**src/rtl/irrigation_pkg.sv**
```systemverilog
// Shared types and default constants for the irrigation control blocks.
package irrigation_pkg;

    typedef enum logic [1:0] {
        EMPTY    = 2'd0,
        FILLING  = 2'd1,
        DRAINING = 2'd2,
        FULL     = 2'd3
    } trend_t;

    localparam int DEFAULT_DEBOUNCE_CYCLES = 4;
    localparam int DEFAULT_DRIP_DIV        = 8;

endpackage

```
**src/rtl/level_debouncer.sv**
```systemverilog
// Two-flop synchroniser followed by a debounce counter for the float sensor.
// A held raw change appears on stable_o after 2+DEBOUNCE_CYCLES clock edges.
module level_debouncer
    import irrigation_pkg::*;
#(
    parameter int DEBOUNCE_CYCLES = DEFAULT_DEBOUNCE_CYCLES
) (
    input  logic clock,
    input  logic reset,
    input  logic raw_i,
    output logic stable_o
);

    localparam int              CNT_W    = $clog2(DEBOUNCE_CYCLES + 1);
    localparam logic [CNT_W-1:0] CNT_LAST = CNT_W'(DEBOUNCE_CYCLES - 1);

    logic             meta_q;
    logic             sync_q;
    logic             stable_q;
    logic [CNT_W-1:0] cnt_q;

    // NOTE: every register here uses <= so all flops sample pre-edge values together.
    always_ff @(posedge clock or posedge reset) begin
        if (reset) begin
            meta_q   <= 1'b0;
            sync_q   <= 1'b0;
            stable_q <= 1'b0;
            cnt_q    <= '0;
        end else begin
            meta_q <= raw_i;
            sync_q <= meta_q;
            if (sync_q != stable_q) begin
                if (cnt_q == CNT_LAST) begin
                    stable_q <= sync_q;
                    cnt_q    <= '0;
                end else begin
                    cnt_q <= cnt_q + CNT_W'(1);
                end
            end else begin
                cnt_q <= '0;
            end
        end
    end

    assign stable_o = stable_q;

endmodule

```
**src/rtl/water_level_tracker.sv**
```systemverilog
// Saturating tank-level tracker with drip prescaler, trend FSM and hysteretic alarms.
// Define WATER_LEVEL_FAULT_EN to build the sticky stuck-sensor watchdog.
module water_level_tracker
    import irrigation_pkg::*;
#(
    parameter int LEVEL_W         = 3,
    parameter int MAX_LEVEL       = 7,
    parameter int LOW_THRESH      = 1,
    parameter int HIGH_THRESH     = 6,
    parameter int HYST            = 2,
    parameter int DEBOUNCE_CYCLES = DEFAULT_DEBOUNCE_CYCLES,
    parameter int DRIP_DIV        = DEFAULT_DRIP_DIV,
    parameter int FAULT_STEPS     = 16
) (
    input  logic               clock,
    input  logic               reset,
    input  logic               upper,
    input  logic               dripper,
    output logic [LEVEL_W-1:0] level,
    output logic [1:0]         trend,
    output logic               empty,
    output logic               full,
    output logic               low_alarm,
    output logic               high_alarm,
    output logic               changed,
    output logic               fault
);

    localparam int                 DIV_W    = $clog2(DRIP_DIV);
    localparam logic [DIV_W-1:0]   DIV_LAST = DIV_W'(DRIP_DIV - 1);
    localparam logic [LEVEL_W-1:0] MAX_L    = LEVEL_W'(MAX_LEVEL);
    localparam logic [LEVEL_W-1:0] LOW_SET  = LEVEL_W'(LOW_THRESH);
    localparam logic [LEVEL_W-1:0] LOW_CLR  = LEVEL_W'(LOW_THRESH + HYST);
    localparam logic [LEVEL_W-1:0] HIGH_SET = LEVEL_W'(HIGH_THRESH);
    localparam logic [LEVEL_W-1:0] HIGH_CLR = LEVEL_W'(HIGH_THRESH - HYST);

    if (MAX_LEVEL > (2 ** LEVEL_W) - 1 || DEBOUNCE_CYCLES < 1 || DRIP_DIV < 2 ||
        FAULT_STEPS < 1 || LOW_THRESH + HYST > HIGH_THRESH - HYST) begin : g_bad_params
        $error("water_level_tracker: inconsistent parameters");
    end

    logic               stable;
    logic               step;
    logic [DIV_W-1:0]   div_q, div_d;
    logic [LEVEL_W-1:0] level_q, level_d;
    trend_t             trend_q, trend_d;
    logic               low_q, low_d;
    logic               high_q, high_d;
    logic               empty_q, full_q, changed_q;

    level_debouncer #(.DEBOUNCE_CYCLES(DEBOUNCE_CYCLES)) u_debouncer (
        .clock   (clock),
        .reset   (reset),
        .raw_i   (upper),
        .stable_o(stable)
    );

    // NOTE: each always_comb output gets a default first so no latch can be inferred.
    always_comb begin
        step    = !dripper || (div_q == DIV_LAST);
        div_d   = '0;
        level_d = level_q;
        trend_d = trend_q;
        low_d   = low_q;
        high_d  = high_q;

        if (dripper && div_q != DIV_LAST) begin
            div_d = div_q + DIV_W'(1);
        end

        if (step) begin
            if (stable && level_q < MAX_L) begin
                level_d = level_q + LEVEL_W'(1);
                trend_d = FILLING;
            end else if (!stable && level_q != '0) begin
                level_d = level_q - LEVEL_W'(1);
                trend_d = DRAINING;
            end
        end
        if (level_d == '0)        trend_d = EMPTY;
        else if (level_d == MAX_L) trend_d = FULL;

        // Alarms look at the level being loaded so they stay aligned with it.
        if (level_d <= LOW_SET)       low_d = 1'b1;
        else if (level_d >= LOW_CLR)  low_d = 1'b0;
        if (level_d >= HIGH_SET)      high_d = 1'b1;
        else if (level_d <= HIGH_CLR) high_d = 1'b0;
    end

    always_ff @(posedge clock or posedge reset) begin
        if (reset) begin
            div_q     <= '0;
            level_q   <= '0;
            trend_q   <= EMPTY;
            empty_q   <= 1'b1;
            full_q    <= 1'b0;
            low_q     <= 1'b1;
            high_q    <= 1'b0;
            changed_q <= 1'b0;
        end else begin
            div_q     <= div_d;
            level_q   <= level_d;
            trend_q   <= trend_d;
            empty_q   <= (level_d == '0);
            full_q    <= (level_d == MAX_L);
            low_q     <= low_d;
            high_q    <= high_d;
            changed_q <= (level_d != level_q);
        end
    end

`ifdef WATER_LEVEL_FAULT_EN
    localparam int              FCNT_W    = $clog2(FAULT_STEPS + 1);
    localparam logic [FCNT_W-1:0] FCNT_LAST = FCNT_W'(FAULT_STEPS - 1);

    logic [FCNT_W-1:0] fcnt_q;
    logic              fault_q;
    logic              stuck;

    // Sensor keeps pushing against a rail the level can no longer move past.
    assign stuck = (level_q == MAX_L && stable) || (level_q == '0 && !stable);

    always_ff @(posedge clock or posedge reset) begin
        if (reset) begin
            fcnt_q  <= '0;
            fault_q <= 1'b0;
        end else if (step) begin
            if (!stuck) begin
                fcnt_q <= '0;
            end else if (fcnt_q == FCNT_LAST) begin
                fault_q <= 1'b1;
            end else begin
                fcnt_q <= fcnt_q + FCNT_W'(1);
            end
        end
    end

    assign fault = fault_q;
`else
    assign fault = 1'b0;
`endif

    assign level      = level_q;
    assign trend      = trend_q;
    assign empty      = empty_q;
    assign full       = full_q;
    assign low_alarm  = low_q;
    assign high_alarm = high_q;
    assign changed    = changed_q;

endmodule

```
**config.mk**
```make
export PLATFORM = sky130hd
export DESIGN_NAME = water_level_tracker
export DESIGN_NICKNAME = d
export VERILOG_FILES = /design/src/rtl/irrigation_pkg.sv /design/src/rtl/level_debouncer.sv /design/src/rtl/water_level_tracker.sv
export SDC_FILE = /design/constraint.sdc
export NUM_CORES = 1
export LEC_CHECK = 0
export BUFFER_PORTS_ARGS = -buffer_cell sky130_fd_sc_hd__buf_4
export CORE_MARGIN = 2
export CORE_UTILIZATION = 26
export DETAILED_ROUTE_END_ITERATION = 7
export PLACE_DENSITY = 0.51
export SLEW_MARGIN = 20
export SYNTH_ARGS = -nofsm -noshare
export SYNTH_HDL_FRONTEND = slang
export SYNTH_SLANG_ARGS = --single-unit
export TNS_END_PERCENT = 30
```
**constraint.sdc**
```tcl
create_clock -name clock -period 2.2 [get_ports clock]
set_input_delay 0.44 -clock clock [delete_from_list [all_inputs] [get_ports clock]]
set_output_delay 0.44 -clock clock [all_outputs]
set_load 0.02 [all_outputs]
```
**Word level (Yosys, flattened, before mapping)**

Index checks and enable logic that the tools add are counted.

- Bits in registers: 19
- Output and inout bits: 11

- $add $sub $neg: 4
- Magnitude comparators: 5
- Equality and inequality tests: 6
- Muxes and demuxes: 15
- Reduce and logical (&&, ||, !) cells: 14

Operators with widths:

| operator | count |
|---|---|
| two-way mux 3 bit | 6 |
| two-way mux 2 bit | 5 |
| adder 3 x 1 -> 3 bit (second input constant) | 3 |
| equality test 3 bit (second input constant) | 2 |
| nonzero test 3 bit | 2 |
| two-way mux 1 bit | 4 |
| AND reduction 2 bit | 2 |
| nonzero test 2 bit | 2 |
| nonzero test 4 bit | 1 |
| equality test 3 x 2 -> 1 bit (second input constant) | 1 |
| >= comparator 3 x 2 -> 1 bit (second input constant) | 1 |
| >= comparator 3 bit (second input constant) | 1 |
| less-or-equal comparator 3 x 1 -> 1 bit (second input constant) | 1 |
| less-or-equal comparator 3 bit (second input constant) | 1 |
| logical AND 1 bit | 3 |
| logical NOT 3 bit | 1 |
| less-than comparator 3 bit (second input constant) | 1 |
| != test 3 bit | 1 |
| != test 3 bit (second input constant) | 1 |
| subtractor 3 x 1 -> 3 bit (second input constant) | 1 |
| logical NOT 1 bit | 2 |
| logical OR 1 bit | 1 |
| != test 1 bit | 1 |

**Longest topological paths before layout**

- Depth after elaboration: 8
- Depth in mapped cells: 9
- Gate-level depth less buffers: 7

**Hierarchy**

A second synthesis with hierarchy kept.

- Cell total of the unflattened synthesis: 79
- Area, all modules: 907.1 um^2

Modules (own cells, without submodules):

| module | times used | cells an instance | area each (um^2) |
|---|---|---|---|
| water_level_tracker | 1 | 65 | 686.9 |
| level_debouncer | 1 | 14 | 220.2 |

**Worst setup path before layout**

OpenSTA, ideal clock, no wires.

- Kind: reg2reg
- From: register level_q[0] (netlist: level[0])
- To: register trend_q[1] (netlist: trend[1])
- Data arrival time: 1.735 ns
- Required time: 2.071 ns
- Path slack: 0.336 ns
- Cell stages (with the launch flop): 9
- Path buffers: 1
- Cells stage by stage: dfrtp_1 inv_1 ha_1 nand2b_4 o21ai_2 a221o_1 buf_6 o21ai_0 o21ai_1

- Word-level cells in the longest chain between the ends: 8

Ends and longest elaborated chain:

| item | RTL line | source |
|---|---|---|
| start: declaration | water_level_tracker.sv:45 | `logic [LEVEL_W-1:0] level_q, level_d;` |
| start signal: assignment | water_level_tracker.sv:102 | `level_q <= level_d;` |
| branches (longest 4 deep; another with subtractor 3 x 1 -> 3 bit) | - |  |
| two-way mux 3 bit * | water_level_tracker.sv:71 | `if (step) begin` |
| named net level_d[0] | water_level_tracker.sv:45 |  |
| equality test 3 bit / logical NOT 3 bit (equally long branches) | water_level_tracker.sv:81, water_level_tracker.sv:80 |  |
| nonzero test 4 bit (no source line) (tied with other cells) | - |  |
| AND reduction 2 bit (no source line) / two-way mux 2 bit (equally long branches) | - |  |
| end signal: assignment | water_level_tracker.sv:103 | `trend_q <= trend_d;` |
| end: declaration | water_level_tracker.sv:46 | `trend_t trend_q, trend_d;` |

Mark *: on every way through the listed nets, which the timed path passes. The select of a mux whose other input is x is not followed.
A chain may end at the register's enable or synchronous reset.

**Final worst setup path**

- From: register div_q[0]
- To: register trend_q[1] (netlist: trend[1])

- Word-level cells in the longest chain between the ends: 6

Ends and longest elaborated chain:

| item | RTL line | source |
|---|---|---|
| start: declaration | water_level_tracker.sv:44 | `logic [DIV_W-1:0] div_q, div_d;` |
| start signal: assignment | water_level_tracker.sv:101 | `div_q <= div_d;` |
| equality test 3 bit * | water_level_tracker.sv:60 | `step = !dripper \|\| (div_q == DIV_LAST);` |
| logical OR 1 bit * | water_level_tracker.sv:60 |  |
| two-way mux 3 bit | water_level_tracker.sv:71 |  |
| equality test 3 bit / logical NOT 3 bit (equally long branches) | water_level_tracker.sv:81, water_level_tracker.sv:80 |  |
| nonzero test 4 bit (no source line) (tied with other cells) | - |  |
| AND reduction 2 bit (no source line) / two-way mux 2 bit (equally long branches) | - |  |

Every way passes the cells marked *; elsewhere a longest branch is shown, timed or not.

==> summary.md <==
| Metric | Value |
|---|---|
| Status | complete, no violations |
| Pint | 0.9558 mW |
| Cells after Synth | 87 |
| Post-DP HPWL | 1.290 mm |
| Reg2reg start | div_q[0] |
| Tightest Pin Transition | 0.7193 ns |
| Syn Area/Cell | 11.07 µm² |
| Hold Path Class | in2reg |
| Commonest cells after routing, fill and taps aside | 17 x dfrtp_1, 16 x buf_4, 6 x inv_1, 6 x ha_1, 5 x nor2_1 |
| P_sw | 0.6869 mW |
| Reg2reg setup slack | 0.17 ns |
| Post-synth net total | 97 |
| RSZ-0062 raised after global routing | false |
| Combinational share of power | 0.497 |
| Final Critical Period | 2.031 ns |
| I/O Pins | 15 |
| CTS tree | done |
| Syn Std Cell Area | 963.4 µm² |
| # DRC | 0 |
| Pre-CTS setup slack | 0.1669 ns |
| Buffers on Ports | 13 |
| Post-Route WL | 1.743 mm |
| First-pass GRT wire length | 3.056 mm |
| Horiz. Die Dim | 64.87 µm |
| Worst Reg2Reg Path Length in Cells | 7 |
| Die ar. | 0.004208 mm² |
| FP Rows | 22 |
| Antenna-violating nets left | 0 |
| WS Path Type | reg2reg |
| Htree depth | 1 |
| Distinct cells, synth | 36 |
| Reg2reg end | trend[1] |
| Overflow after GRT | 0 |
| Max Cap Violations | 0 |
| WP data required | 2.34 ns |
| Clk network pwr share | 0.152 |
| Most common cell after layout, fill and taps aside | dfrtp_1 |
| EDFF count, synth | 0 |
| Clk_skew | 0.002062 ns |
| Vias in the first global route | 649 |
| Setup-failing EPs final | 0 |
| Diodes inserted | 0 |
| Crit path launch type | flop |
| Top_reg_cell synth | dfrtp_1 |
| Worst-Skew Late Latency | 0.26 ns |
| Final slew viol count | 0 |
| Critical path endpoint category | flop |
| Post-layout nets | 112 |
| Total negative slack | 0 ns |
| Worst hold path cell count | 1 |
| Area growth syn-to-layout | 18.57% |
| Cts bufs inserted | 3 |
| Initial antenna violation count | 0 |
| Part of the power in registers | 0.351 |
| Vias per cell | 4.483 |
| Sw frac | 0.4182 |
| Peak fanout along the critical path | 9 |
| Clock Tree Buf Depth | 2 |
| Initial DRT Pass Iterations | 5 |
| CTS clk-pin slew, worst paths | 0.07 ns |
| FF+latch count, synth | 19 |
| Share of layout cells above drive strength 1 | 0.2871 |
| Filler cells | 366 |
| DRT iter0 DRCs | 35 |
| Height of the chip | 64.87 µm |
| LEAKAGE | 0.5258 nW |
| # resized after CTS | 0 |
| Peak supply drop | 0.5812 mV |
| Post-synth ARST share | 1.000 |
| Hold endpoint | u_debouncer.meta_q |
| Fmax | 492.3 MHz |
| CTS Hold Bufs | 0 |
| Vias | 668 |
| Final hold vios | 0 |
| Initial Utilization | 0.2672 |
| Fin crit share | 0.9233 |
| Sink Count | 19 |
| Ys Warns | 0 |
| CTS root buffer | clkbuf_8 |
| Max_slew headroom | 0.5199 |
| Largest net degree at the start of global routing | 20 |
| Hold path start | upper |
| Pwr dens | 1438 mW/mm² |
| Final WS setup | 0.1688 ns |
| Sequential area share after synthesis | 0.4961 |
| GPL Wtd Cong | 0.7887 |
| Core ar. | 0.003606 mm² |
| Worst path arrival time | 2.17 ns |
| GR Util All Layers | 0.09555 |
| Avg WL per Cell | 11.70 µm |
| Post-CTS setup buffers | 0 |
## worst max-delay path, cell delays in order, from the launching register on
cell	delay [ns]
dfrtp_1	0.39
ha_1	0.20
ha_1	0.18
nand2b_1	0.28
o211a_1	0.20
a221o_1	0.39
o21ai_0	0.19
o21ai_1	0.08
## final cells by class
class / instances / area (µm²) / share of cell area
clock buffers: 3 / 41.29 / 0.03614
clock inverters: 1 / 7.507 / 0.006572
repair buffers: 16 / 120.1 / 0.1051
well taps: 48 / 60.06 / 0.05257
multi-input cells: 56 / 412.9 / 0.3614
inverters: 6 / 22.52 / 0.01972
flip-flops and latches: 19 / 478.0 / 0.4184
## cells by family (layout without fill, tap and decap cells)
logic type | count (synthesis) | in the layout | share of synthesized area
and+or+nand+nor | 25 | 25 | 0.1584
AOI/OAI and AO/OA | 22 | 22 | 0.1675
DFF | 19 | 19 | 0.4961
buffers and inverters | 12 | 26 | 0.07531
adders and majority gates | 6 | 6 | 0.07792
other | 1 | 1 | 0.003892
xor gates and xnor gates | 1 | 1 | 0.009093
muxes | 1 | 1 | 0.01169
## power groups by stage
| stage | clock [mW] | sequential [mW] | combinational [mW] |
|---|---|---|---|
| finish | 0.250 | 0.577 | 0.816 |
| global route | 0.278 | 0.597 | 0.913 |
| CTS | 0.264 | 0.581 | 0.825 |
| detailed placement | 0 | 0.586 | 0.816 |
| global placement | 0 | 0.585 | 0.809 |
| floorplan | 0 | 0.647 | 0.560 |
## routing by layer
layer,vias up,global-route usage,share of wire
met5,-,0,0
met2,19,0.1482,0.46
met3,2,0.03299,0.049
met1,320,0.1238,0.48
met4,0,0.03191,0.011
li1,327,-,-
## Yosys cell counts, drive strengths merged (2+ instances only)
library cell	n	area [µm²]
inv	6	22.52
nand2	3	11.26
a31oi	2	12.51
nand2b	2	20.02
nor3b	4	35.03
nor2b	2	12.51
and2	3	18.77
dfrtp	17	425.4
dfstp	2	52.55
buf	6	50.04
nand3	3	15.01
ha	6	75.07
o21ai	7	42.54
a21oi	4	20.02
nor2	5	18.77
## flip-flops by register name, summed over array words and instances (netlist names), 2 cells and up
name               flops
u_debouncer.cnt_q      3
level                  3
div_q                  3
trend                  2
## stage by stage
stage	instance area, µm²	instances	util	power, mW	hold slack (ns)
3_3_place_gp	1094	145	0.3033	1.393	0.3355
2_1_floorplan	963.4	87	-	1.207	0.3312
5_1_grt	1142	149	0.3168	1.788	0.2678
3_5_place_dp	1094	145	0.3033	1.402	0.3387
4_1_cts	1142	149	0.3168	1.669	0.2765
6_report	1142	149	0.3168	1.643	0.2847
## worst max-delay path by stage
stage / from / to / slack [ns] / cells after the start
after floorplan: level[0] / trend[1] / 0.34 / 8
after global placement: div_q[0] / trend[1] / 0.24 / 7
after detailed placement: div_q[0] / trend[1] / 0.17 / 7
after CTS: div_q[0] / trend[1] / 0.16 / 7
after global routing: div_q[0] / trend[1] / 0.05 / 7
final: div_q[0] / trend[1] / 0.17 / 7
Note: power is estimated with default switching activity, not from simulation.
